File: config.mk
export PLATFORM = sky130hd
export DESIGN_NAME = mux_share_arbiter
export DESIGN_NICKNAME = d
export VERILOG_FILES = /design/src/rtl/mux_share_arbiter.sv
export SDC_FILE = /design/constraint.sdc
export NUM_CORES = 1
export LEC_CHECK = 0
export ABC_CLOCK_PERIOD_IN_PS = 3900
export CAP_MARGIN = 20
export CORE_ASPECT_RATIO = 0.7
export CORE_UTILIZATION = 30
export DETAILED_ROUTE_END_ITERATION = 8
export GPL_ROUTABILITY_DRIVEN = 0
export GPL_TIMING_DRIVEN = 0
export PLACE_DENSITY = 0.62
export SKIP_CTS_REPAIR_TIMING = 1
export SYNTH_ARGS = -nofsm -noshare
export SYNTH_HDL_FRONTEND = slang
export SYNTH_SLANG_ARGS = --single-unit
File: constraint.sdc
create_clock -name clk -period 3.9 [get_ports clk]
set_input_delay 0.78 -clock clk [delete_from_list [all_inputs] [get_ports clk]]
set_output_delay 0.78 -clock clk [all_outputs]
set_load 0.02 [all_outputs]
File: src/rtl/mux_share_arbiter.sv
// Round-robin arbiter sharing a 2-to-1 datapath mux between two valid/ready streams,
// with a registered output stage. Define MUX_ARB_STATS_EN to add per-requester beat counters.
module mux_share_arbiter #(
  parameter int WIDTH    = 4,
  parameter int MAX_HOLD = 4
) (
  input  logic             clk,
  input  logic             rst,
  input  logic [WIDTH-1:0] x_data,
  input  logic             x_valid,
  output logic             x_ready,
  input  logic [WIDTH-1:0] y_data,
  input  logic             y_valid,
  output logic             y_ready,
  output logic [WIDTH-1:0] m_data,
  output logic             m_valid,
  input  logic             m_ready,
  output logic             sel
`ifdef MUX_ARB_STATS_EN
  ,
  output logic [15:0]      x_beats,
  output logic [15:0]      y_beats
`endif
);

  localparam logic [1:0] ST_IDLE  = 2'd0;
  localparam logic [1:0] ST_GNT_X = 2'd1;
  localparam logic [1:0] ST_GNT_Y = 2'd2;
  localparam logic [3:0] HOLD_MAX = 4'(MAX_HOLD);

  logic [1:0] state, state_nxt;
  logic       last, last_nxt;
  logic       sel_nxt;
  logic [3:0] hold_cnt, hold_nxt, hold_inc;
  logic       can_load, xfer_x, xfer_y, load_p0;

  assign can_load = ~m_valid | m_ready;
  assign x_ready  = (state == ST_GNT_X) & can_load;
  assign y_ready  = (state == ST_GNT_Y) & can_load;
  assign xfer_x   = x_valid & x_ready;
  assign xfer_y   = y_valid & y_ready;
  assign load_p0  = xfer_x | xfer_y;
  assign hold_inc = hold_cnt + 4'd1;

  // last: 0 = X served most recently, 1 = Y; the idle tie goes to the other side
  always_comb begin
    state_nxt = state;
    last_nxt  = last;
    sel_nxt   = sel;
    hold_nxt  = hold_cnt;
    case (state)
      ST_IDLE: begin
        if (x_valid && (!y_valid || last)) begin
          state_nxt = ST_GNT_X;
          sel_nxt   = 1'b0;
          hold_nxt  = 4'd0;
        end else if (y_valid) begin
          state_nxt = ST_GNT_Y;
          sel_nxt   = 1'b1;
          hold_nxt  = 4'd0;
        end
      end
      ST_GNT_X: begin
        if (!x_valid) begin
          state_nxt = ST_IDLE;
          hold_nxt  = 4'd0;
          last_nxt  = 1'b0;
        end else if (xfer_x) begin
          if (hold_inc == HOLD_MAX) begin
            hold_nxt = 4'd0;
            if (y_valid) begin
              state_nxt = ST_GNT_Y;
              sel_nxt   = 1'b1;
              last_nxt  = 1'b0;
            end
          end else begin
            hold_nxt = hold_inc;
          end
        end
      end
      ST_GNT_Y: begin
        if (!y_valid) begin
          state_nxt = ST_IDLE;
          hold_nxt  = 4'd0;
          last_nxt  = 1'b1;
        end else if (xfer_y) begin
          if (hold_inc == HOLD_MAX) begin
            hold_nxt = 4'd0;
            if (x_valid) begin
              state_nxt = ST_GNT_X;
              sel_nxt   = 1'b0;
              last_nxt  = 1'b1;
            end
          end else begin
            hold_nxt = hold_inc;
          end
        end
      end
      default: begin
        state_nxt = ST_IDLE;
        hold_nxt  = 4'd0;
      end
    endcase
  end

  // Output stage: a drain and a load in the same cycle keep m_valid high with no bubble
  always_ff @(posedge clk) begin
    if (rst) begin
      state    <= ST_IDLE;
      last     <= 1'b1;
      sel      <= 1'b0;
      hold_cnt <= 4'd0;
      m_valid  <= 1'b0;
      m_data   <= '0;
    end else begin
      state    <= state_nxt;
      last     <= last_nxt;
      sel      <= sel_nxt;
      hold_cnt <= hold_nxt;
      m_valid  <= load_p0 | (m_valid & ~m_ready);
      if (xfer_x)
        m_data <= x_data;
      else if (xfer_y)
        m_data <= y_data;
    end
  end

`ifdef MUX_ARB_STATS_EN
  always_ff @(posedge clk) begin
    if (rst) begin
      x_beats <= 16'd0;
      y_beats <= 16'd0;
    end else begin
      if (xfer_x && (x_beats != 16'hFFFF))
        x_beats <= x_beats + 16'd1;
      if (xfer_y && (y_beats != 16'hFFFF))
        y_beats <= y_beats + 16'd1;
    end
  end
`endif

endmodule

==> metrics.csv <==
metric,value,unit
drive_gt1_share,7.14,%
tns,0,ns
via_per_inst,5.52,
p_per_area,465,nW/µm²
start_util,33.1,%
finalCritPeriodShare,78.2,%
synth_seq_cells,13,
min_period,3.05,ns
drv_cap,0,
avgSynthCellArea,8.35,µm²
clk_latency,0.25,ns
path_clk_slew,0.06,ns
crit_path_start_kind,input port,
numCtsBuffers,3,
synthAdderAreaFrac,7.75,%
antennaDiodeCount,0,
pin_count,21,
grt.overflow.total,0,
grt_pass1_wl,4.22,mm
critical_path_class,in -> out,
placed_area,1210,µm²
synthXorXnorAreaFrac,0,%
fin_area,1260,µm²
drc_errors,0,
setup-violations-final,0,
synth_top_family_by_area,compound AO/OA/AOI/OAI gates,
status,"finished, final reports clean",
fp.dieW,69.9,µm
slew_viol_final,0,
ys.flop_type,dfxtp_1,
fp.dieH,49.5,µm
avgRoutedWirePerCell,14.7,µm
utilization,43.1,%
hpwlAfterDp,1.87,mm
ys_warn_count,0,
htreeDepth,1,
final_hold_viol_count,0,
antenna_found_initial,0,
synth_mux_area_share,6.20,%
finClkSkew,0.00502,ns
grt.total_usage,15.0,%
rows,16,
synthSimpleGateAreaFrac,20.7,%
worstMarginPinSlew,0.611,ns
async_reset_ff_share,0,%
path_max_fanout,8,
clock-sinks,13,
coreArea,2920,µm²
io_buffers,20,
synth_cell_types,44,
grt_max_degree,11,
cp-end-kind,output pin,
grt_setup_unrepaired,no,
crit_arrival,2.27,ns
synth_top_area_cell,dfxtp_1,
peakVddDrop,278,µV
relSlewSlack,58.2,%
drt-total-wl,2.59,mm
syn_nets,135,
synth_compound_area_share,31.7,%
synth-seq-area-share,26.9,%
area_growth,30.0,%
p_leak,0.446,nW
required,3.12,ns
clock.fmax,0.328,GHz
drt_first_pass_iters,4,
synth_top_area_share,26.9,%
synthCells,116,
layout.nets,160,
min_path_type,reg -> reg,
syn_area,968,µm²
grt_pass1_vias,935,
ant_nets,0,
drtIter0Drc,67,
synth_edf_count,0,
ys_top_cells_by_count,"13 x dfxtp_1, 13 x nor2_1, 10 x inv_1, 7 x a211oi_1, 7 x a21oi_1",
tritoncts,done,
synth.area.top_cells,"dfxtp_1 27%, ha_1 7.8%, mux2i_1 6.2%",
clockRootBuffer,clkbuf_8,
vias,972,
die_area,3460,µm²
cts_buffer_depth,2,
-- worst paths after layout --
| path | from | end | slack (ns) | cells after the start |
|---|---|---|---|---|
| max | m_ready | x_ready | 0.85 | 5 |
| min | sel | sel | 0.49 | 2 |
| max reg2reg | state[0] | hold_cnt[3] | 1.68 | 8 |
| min reg2reg | sel | sel | 0.49 | 2 |
-- state kept, by name (all words and copies together) (netlist names) --
signal	cells
hold_cnt	4
last	1
m_data	4
m_valid	1
sel	1
state	2
-- per-layer routing --
layer | up-vias | GRT usage, % | wire (µm)
met5 | - | 0 | 0
met4 | 0 | 4.33 | 9
met3 | 2 | 4.50 | 205
met2 | 36 | 22.3 | 1140
met1 | 448 | 21.0 | 1240
li1 | 486 | - | -
-- stage by stage --
stage	hold WS, ns	setup slack (ns)	std cells	total power [mW]
2_1_floorplan	0.472	1.84	116	0.358
3_3_place_gp	0.477	0.839	172	0.449
3_5_place_dp	0.474	0.843	172	0.456
4_1_cts	0.485	0.845	176	0.583
5_1_grt	0.518	0.709	176	0.614
6_report	0.494	0.851	176	0.585
-- cells by family (layout without fill, tap and decap cells) --
kind of cell | count (synthesis) | count (layout)
AO/OA/AOI/OAI | 38 | 38
adder cells (fa/ha/maj) | 6 | 6
buffers and inverters | 17 | 41
flip-flops | 13 | 13
multiplexers | 6 | 6
AND/OR/NAND/NOR | 36 | 36
-- critical path: stages --
cell	delay (ns)
clkdlybuf4s50_1	0.41
nor2b_1	0.11
clkbuf_1	0.35
nor2_1	0.07
clkdlybuf4s50_1	0.55
-- area by class of cell --
class / count / area (µm²)
flip-flops and latches: 13 / 260
repair buffers: 20 / 200
fillers: 289 / 1660
well taps: 36 / 45.0
inverters: 11 / 41.3
multi-input cells: 86 / 642
clock buffers: 4 / 45.0
plain buffers: 6 / 25.0
-- power by group --
group / switching, mW / leakage [nW] / total [mW] / internal [mW]
sequential: 0.0205 / 0.106 / 0.179 / 0.159
clock: 0.0549 / 0.0228 / 0.127 / 0.0723
combinational: 0.153 / 0.318 / 0.279 / 0.126
total: 0.228 / 0.446 / 0.585 / 0.357
-- layout by cell type, fill, tap and decap left out, types with 2 or more instances in the layout --
master           netlist  layout
a211o_1                2       2
a211oi_1               7       7
a21oi_1                7       7
a22oi_1                2       2
a31oi_1                2       2
buf_2                  2       2
clkbuf_1               4       5
clkbuf_8               0       3
clkdlybuf4s50_1        0      20
dfxtp_1               13      13
ha_1                   6       6
inv_1                 10      10
mux2i_1                6       6
nand2_1                5       5
nand2b_1               2       2
nand3_1                2       2
nor2_1                13      13
nor3_1                 3       3
o2111ai_1              2       2
or3_1                  2       2
(Power assumes the default switching activity.)
